File: src/rtl/ecc_seq_pkg.sv
// ecc_seq_pkg: shared types, register map and helpers for the ECC APB sequencer
package ecc_seq_pkg;
  typedef enum logic [1:0] {OP_ENCODE, OP_DECODE, OP_FULL, OP_ILLEGAL} op_e;
  typedef enum logic [1:0] {W_8, W_16, W_32, W_ILLEGAL} width_e;
  typedef enum logic [1:0] {ST_OK, ST_TIMEOUT, ST_ILLEGAL} status_e;
  typedef enum logic [2:0] {IDLE, SETUP, ACCESS, WAIT_DONE, RESP} state_e;
  localparam logic [7:0] CTRL_OFF     = 8'h00;
  localparam logic [7:0] DATA_IN_OFF  = 8'h04;
  localparam logic [7:0] CW_WIDTH_OFF = 8'h08;
  localparam logic [7:0] NOISE_OFF    = 8'h0C;
  function automatic logic [7:0] reg_off(input logic [1:0] idx);
    return idx == 2'd0 ? DATA_IN_OFF : idx == 2'd1 ? CW_WIDTH_OFF : idx == 2'd2 ? NOISE_OFF : CTRL_OFF;
  endfunction
  function automatic logic is_illegal(input logic [1:0] op, input logic [1:0] width);
    return op == 2'(OP_ILLEGAL) || width == 2'(W_ILLEGAL);
  endfunction
endpackage

File: src/rtl/ecc_seq_timer.sv
// ecc_seq_timer: clearable up-counter flagging the last cycle of a TIMEOUT_CYCLES window
module ecc_seq_timer #(
  parameter int TIMEOUT_CYCLES = 64
) (
  input  logic clk,
  input  logic rst,
  input  logic load,
  input  logic en,
  output logic tc
);
  localparam int CW = TIMEOUT_CYCLES > 1 ? $clog2(TIMEOUT_CYCLES) : 1;
  logic [CW-1:0] cnt;
  always_ff @(posedge clk)
    if (rst || load) cnt <= '0;
    else if (en && !tc) cnt <= cnt + CW'(1);
  assign tc = cnt == CW'(TIMEOUT_CYCLES - 1);
endmodule

File: src/rtl/ecc_apb_sequencer.sv
// ecc_apb_sequencer: APB master that programs one ECC operation per request and returns its result
module ecc_apb_sequencer
  import ecc_seq_pkg::*;
#(
  parameter int DATA_WIDTH      = 32,
  parameter int AMBA_ADDR_WIDTH = 20,
  parameter int AMBA_WORD       = 32,
  parameter int BASE_ADDR       = 0,
  parameter int TIMEOUT_CYCLES  = 64
) (
  input  logic                       clk,
  input  logic                       rst,
  input  logic                       req_valid,
  output logic                       req_ready,
  input  logic [1:0]                 req_op,
  input  logic [1:0]                 req_width,
  input  logic [AMBA_WORD-1:0]       req_data,
  input  logic [AMBA_WORD-1:0]       req_noise,
  output logic [AMBA_ADDR_WIDTH-1:0] PADDR,
  output logic [AMBA_WORD-1:0]       PWDATA,
  output logic                       PENABLE,
  output logic                       PSEL,
  output logic                       PWRITE,
  input  logic                       operation_done,
  input  logic [DATA_WIDTH-1:0]      data_out,
  input  logic [1:0]                 num_of_errors,
  output logic                       rsp_valid,
  input  logic                       rsp_ready,
  output logic [DATA_WIDTH-1:0]      rsp_data,
  output logic [1:0]                 rsp_num_errors,
  output logic [1:0]                 rsp_status,
  output logic                       busy
);
  state_e state, state_n;
  logic [1:0] idx;
  op_e op_q;
  width_e width_q;
  logic [AMBA_WORD-1:0] data_q, noise_q, wdata_c, wdata_q;
  logic [AMBA_ADDR_WIDTH-1:0] addr_c, addr_q;
  logic write_q, accept, tc;
  logic [DATA_WIDTH-1:0] rdata_q;
  logic [1:0] rerr_q;
  status_e status_q;
  ecc_seq_timer #(.TIMEOUT_CYCLES(TIMEOUT_CYCLES)) u_timer (
    .clk(clk), .rst(rst), .load(state != WAIT_DONE), .en(state == WAIT_DONE), .tc(tc)
  );
  assign req_ready = state == IDLE;
  assign busy      = state != IDLE;
  assign accept    = req_valid && req_ready;
  assign PSEL      = state == SETUP || state == ACCESS;
  assign PENABLE   = state == ACCESS;
  assign addr_c    = AMBA_ADDR_WIDTH'(BASE_ADDR) + AMBA_ADDR_WIDTH'(reg_off(idx));
  assign wdata_c   = idx == 2'd0 ? data_q : idx == 2'd1 ? AMBA_WORD'(width_q) : idx == 2'd2 ? noise_q : AMBA_WORD'(op_q);
  assign PADDR     = PSEL ? addr_c : addr_q;
  assign PWDATA    = PSEL ? wdata_c : wdata_q;
  assign PWRITE    = PSEL || write_q;
  assign rsp_valid      = state == RESP;
  assign rsp_data       = rdata_q;
  assign rsp_num_errors = rerr_q;
  assign rsp_status     = status_q;
  always_comb begin
    state_n = state;
    case (state)
      IDLE:      state_n = accept ? (is_illegal(req_op, req_width) ? RESP : SETUP) : IDLE;
      SETUP:     state_n = ACCESS;
      ACCESS:    state_n = idx == 2'd3 ? WAIT_DONE : SETUP;
      WAIT_DONE: state_n = operation_done || tc ? RESP : WAIT_DONE;
      RESP:      state_n = rsp_ready ? IDLE : RESP;
      default:   state_n = IDLE;
    endcase
  end
  always_ff @(posedge clk)
    if (rst) begin
      state    <= IDLE;
      idx      <= '0;
      op_q     <= OP_ENCODE;
      width_q  <= W_8;
      data_q   <= '0;
      noise_q  <= '0;
      addr_q   <= '0;
      wdata_q  <= '0;
      write_q  <= 1'b0;
      rdata_q  <= '0;
      rerr_q   <= '0;
      status_q <= ST_OK;
    end else begin
      state <= state_n;
      if (accept) begin
        op_q    <= op_e'(req_op);
        width_q <= width_e'(req_width);
        data_q  <= req_data;
        noise_q <= req_noise;
      end
      if (state == IDLE) idx <= '0;
      else if (state == ACCESS) idx <= idx + 2'd1;
      if (PSEL) begin
        addr_q  <= addr_c;
        wdata_q <= wdata_c;
        write_q <= 1'b1;
      end
      if (state_n == RESP && state != RESP) begin
        rdata_q  <= state == WAIT_DONE && operation_done ? data_out : '0;
        rerr_q   <= state == WAIT_DONE && operation_done ? num_of_errors : 2'd0;
        status_q <= state == IDLE ? ST_ILLEGAL : operation_done ? ST_OK : ST_TIMEOUT;
      end
    end
endmodule

File: config.mk
export PLATFORM = sky130hd
export DESIGN_NAME = ecc_apb_sequencer
export DESIGN_NICKNAME = d
export VERILOG_FILES = /design/src/rtl/ecc_seq_pkg.sv /design/src/rtl/ecc_seq_timer.sv /design/src/rtl/ecc_apb_sequencer.sv
export SDC_FILE = /design/constraint.sdc
export NUM_CORES = 1
export LEC_CHECK = 0
export BUFFER_PORTS_ARGS = -buffer_cell sky130_fd_sc_hd__buf_2
export CORE_UTILIZATION = 51
export CTS_CLUSTER_DIAMETER = 60
export DETAILED_ROUTE_END_ITERATION = 7
export GPL_TIMING_DRIVEN = 0
export PLACE_DENSITY = 0.8
export SYNTH_ARGS = -nofsm -noshare
export SYNTH_HDL_FRONTEND = slang
export SYNTH_HIERARCHICAL = 1
export SYNTH_SLANG_ARGS = --single-unit
export TNS_END_PERCENT = 1
File: constraint.sdc
create_clock -name clk -period 2.8 [get_ports clk]
set_input_delay 0.56 -clock clk [delete_from_list [all_inputs] [get_ports clk]]
set_output_delay 0.56 -clock clk [all_outputs]
set_load 0.02 [all_outputs]
# Yosys cells after proc, flatten, opt, wreduce, memory -nomap -nowiden

Cells that the tools add are included.

$add $sub $neg: 2
$mul: 0
Div/mod/pow operators: 0
Magnitude comparators: 0
Equality and inequality tests: 13
Shift operators: 0
Mux-type cells: 18
Bitwise operators: 0
Reduce and logical (&&, ||, !) cells: 14

Operator list:

| operator              | count |
|---|---|
| $mux W32              | 5 |
| $mux W20              | 1 |
| $pmux W3 S5           | 1 |
| $mux W3               | 4 |
| $mux W4               | 3 |
| $eq A2 B2 Y1 const B  | 4 |
| $add A6 B1 Y6 const B | 1 |
| $eq A3 B2 Y1 const B  | 2 |
| $eq A3 B3 Y1 const B  | 2 |
| $eq A6 B6 Y1 const B  | 1 |
| $mux W2               | 3 |
| $logic_or A1 B1 Y1    | 5 |
| $logic_and A1 B1 Y1   | 4 |
| $eq A3 B1 Y1 const B  | 1 |
| $logic_not A3 Y1      | 1 |
| $ne A3 B2 Y1 const B  | 1 |
| $ne A3 B3 Y1 const B  | 1 |
| $reduce_bool A3 Y1    | 1 |
| $add A2 B1 Y2 const B | 1 |
| $eq A2 B1 Y1 const B  | 1 |
| $logic_not A2 Y1      | 1 |
| $reduce_or A2 Y1      | 1 |
| $logic_not A1 Y1      | 1 |
| $mux W1               | 1 |

Register bits after elaboration: 168
Bits in latches: 0
RAM bits: 0
Memory bits (read-only): 0
Input bits: 107
Word-level logic and storage cells: 60
Memories kept: 0

# Longest topological paths before layout

Depth in word-level cells: 7
Gate-level depth with buffers: 8

# Hierarchy

The synthesis kept the hierarchy.

Modules (own cells, without submodules):

| module            | instances | cells each | area an instance (sq um) | sequential area each (sq um) |
|---|---|---|---|---|
| ecc_apb_sequencer | 1         | 686        | 6192.2                   | 3243.1 |
| ecc_seq_timer     | 1         | 32         | 299.0                    | 120.1 |

# Least setup slack after synthesis

Ideal clock, no wire load.

Path kind: reg2out
Start: register idx[0]
End: output port PWDATA[12]
Arrival: 1861 ps
Path slack: 379 ps
Cell stages (with the launch flop): 8
Cells stage by stage: dfxtp_1 inv_1 ha_1 clkbuf_1 nor3b_1 clkbuf_1 a22oi_1 a21oi_1

Cells in the longest elaborated chain, start to end: 5
Elaborated cells between the ends (all ways): 7
Classes of those cells: eq/ne: 2; mux: 4; reduce/logical: 1

RTL lines:

| item                   | line                    | RTL |
|---|---|---|
| from (decl)            | ecc_apb_sequencer.sv:35 | `logic [1:0] idx;` |
| from (signal assigned) | ecc_apb_sequencer.sv:95 | `else if (state == ACCESS) idx <= idx + 2'd1;` |
| $eq A2 B2 Y1           | ecc_apb_sequencer.sv:53 | `assign wdata_c = idx == 2'd0 ? data_q : idx == 2'd1 ? AMBA_WORD'(width_q) : idx == 2'd2 ? noise_q : AMBA_WORD' ...` |
| $mux W32 (2 in a row)  | ecc_apb_sequencer.sv:53 |  |
| $mux W32 (*)           | ecc_apb_sequencer.sv:53 |  |
| $mux W32 (*)           | n/a                     |  |
| to (decl)              | ecc_apb_sequencer.sv:20 | `output logic [AMBA_WORD-1:0] PWDATA,` |

Every way passes the cells marked *; elsewhere a longest branch is shown, timed or not.

# Final worst setup path

Start: register idx[0]
End: output port PWDATA[29]

The elaborated chain is that of the path after synthesis.

==> out/metrics.csv <==
metric;value;unit
status;finished, final reports clean;
endpoint_kind;output port;
place_area;7702;sq um
critPathTopFamily;buffers and inverters;
die_x;114.8;microns
cts_buffer_depth;2;
layout_setup_ws;0.005107;ns
clk_pin_slew;0.06;ns
grt_pass1_vias;5857;
pwr_density_cell;707.6;nW/um^2
synthesis.nets;830;
synth-compound-area-share;25.12;%
cp_num_buf_inv;4;
synth_fa_ha_area_share;0.9638;%
syn_to_final_growth;30.42;%
routedWlPerCell;16.16;microns
pin_count;201;
synth_cell_type_count;45;
dp_slack;-0.009359;ns
grt_max_degree;17;
max_freq;357.8;MHz
cts-root-buf;clkbuf_16;
overflow;0;
hp-class;in -> reg;
final_area;8466;sq um
worstSetupPathType;reg -> out;
routed_via_density;5.502;
fin_cells;1119;
detail-route-antenna-nets;0;
antenna_found_initial;0;
setup_tns;0;ns
yosys_register_bits;168;
dr.pass1.iters;5;
tritoncts;done;
port_buffers;200;
fin_crit_sh;99.82;%
vdd_ir_drop_max;0.5035;mV
hold_buffers;0;
remaining_drc_errors;0;
required;2.24;ns
finalPower;5.990;mW
routed_wl;18090;microns
drv_cap;0;
crit_chain;inv_1 > ha_4 > nor3b_4 > buf_12 > clkbuf_8 > a22oi_1 > a21oi_1 > buf_2;
coreArea;12210;sq um
worst_pin_slew;0.7107;ns
slew_headroom;52.42;%
timing.hold.ws;0.3502;ns
synth_cells;718;
worst_path_largest_cell_delay;0.36;ns
finalCriticalPeriod;2.795;ns
yosys_warnings;6;
synth_area;6491;sq um
fin_util;69.32;%
dieHeight;114.8;microns
start_util;53.16;%
drive_above_1_share;30.91;%
rsz0062_at_grt;true;
cp-start-kind;flip-flop;
clkLatencyLatePin;0.42;ns
highest_layer;met4;
synth_mux_area_share;0.9830;%
wl_met1;7842;microns
grt_first_pass_wirelength;28320;microns
rows;40;
synth_top_family_by_area;compound AO/OA/AOI/OAI gates;
synth_simple_gate_area_share;15.17;%
gr-usage-all-layers;27.95;%
avgSynthCellArea;9.041;sq um
dieArea;13180;sq um
p_leak;3.708;nW
vias;6157;
worst-path-max-fanout;10;
htreeDepth;4;
finalSetupViolCount;0;
antennaDiodeCount;0;
ys_seq_area_share;51.81;%
synth_xor_area_share;0.6939;%
drt_iter0_drc;528;
slew_viol_final;0;
skew;0.008835;ns
clkSinkCount;168;
dpl.hpwl;12490;microns
dp_cells;1086;
route.met2.wl;8244;microns
worstPathArrival;2.23;ns
layout.nets;1051;
crit_slowest_cell;dfxtp_2;
hold_viol_final;0;
routabilityCongestion;0.8080;
cts_made_buffers;17;
wl_met3;1654;microns
## where the power goes
part | internal [mW] | switching, mW | total, mW
logic | 0.354 | 0.650 | 1.00
clock network | 1.49 | 0.910 | 2.40
registers | 2.53 | 0.0597 | 2.59
total | 4.37 | 1.62 | 5.99
## Yosys cell counts, drive strengths merged
master   instances  share of area [%]
dfxtp          168                 52
nand2          143                8.3
a21oi          141                 11
a22o            36                4.9
and2            36                3.5
a211oi          34                3.9
buf             31                2.9
a22oi           30                3.5
clkbuf          30                1.7
inv             10               0.58
ha               5               0.96
nor2             5               0.29
nor3             5               0.39
a221oi           3               0.67
and3b            3               0.40
mux2             3               0.52
mux2i            3               0.46
nor4             3               0.29
nor4b            3               0.73
o21a             3               0.35
a31oi            2               0.19
and3             2               0.29
nor2b            2               0.19
nor3b            2               0.23
or2              2               0.19
xnor2            2               0.27
a2111oi          1               0.15
a21o             1               0.13
a311oi           1               0.13
nand3            1              0.077
nand4            1              0.096
o21ai            1              0.077
o22ai            1              0.096
o41a             1               0.17
or3              1              0.096
or4b             1               0.15
xor2             1               0.42
## worst paths after layout
check	start	to	slack, ns	depth (start not counted)
worst max-delay path	idx[0]$_SDFFE_PP0N_	PWDATA[29]	0.005	8
worst min-delay path	data_out[9]	rsp_data[9]$_SDFFE_PP0P_	0.35	2
worst max register to register	u_timer/cnt[0]$_SDFFE_PP0P_	rsp_data[12]$_SDFFE_PP0P_	0.45	8
worst min register to register	noise_q[10]$_SDFFE_PP0N_	noise_q[10]$_SDFFE_PP0N_	0.45	2
## registers in the layout (all words and copies together), names as in the netlist, 3 cells and up
register     cells
data_q          32
noise_q         32
rsp_data        32
wdata_q         32
addr_q          20
u_timer/cnt      6
state            3
## layer usage
metal / track usage, % / vias up
met4: 10.39 / 0
li1: - / 2970
met5: 0 / -
met1: 35.52 / 2853
met3: 7.855 / 34
met2: 45.45 / 300
## layout by cell type (no fill, tap or decap), types with 9 or more instances in the layout
master / count
dfxtp_1: 166
clkbuf_1: 23
a211oi_1: 34
inv_1: 9
nand2_1: 142
buf_2: 213
clkbuf_16: 17
a22oi_1: 30
and2_1: 36
a21oi_1: 138
buf_4: 9
a22o_1: 36
## kinds of logic (layout without fill, tap and decap cells)
kind of cell             after synthesis  count (layout)
adder cells (fa/ha/maj)                5               5
AND/OR/NAND/NOR                      210             210
multiplexers                           6               6
flip-flops                           168             168
XOR/XNOR                               3               3
AO/OA/AOI/OAI                        255             255
buffers and inverters                 71             304
## layout make-up
cell class | instances | area (sq um)
fillers | 1009 | 3746
flip-flops and latches | 168 | 3366
multi-input cells | 479 | 2850
repair buffers | 204 | 1049
clock buffers | 23 | 488.0
plain buffers | 59 | 346.6
well taps | 168 | 210.2
clock inverters | 8 | 118.9
inverters | 10 | 37.54
## timing repair
item	in CTS	in global routing
gates cloned	2	0
pin swaps	4	3
setup buffers	2	0
setup endpoints to repair	34	33
gates resized for setup	22	20
Note: power is estimated with default switching activity, not from simulation.
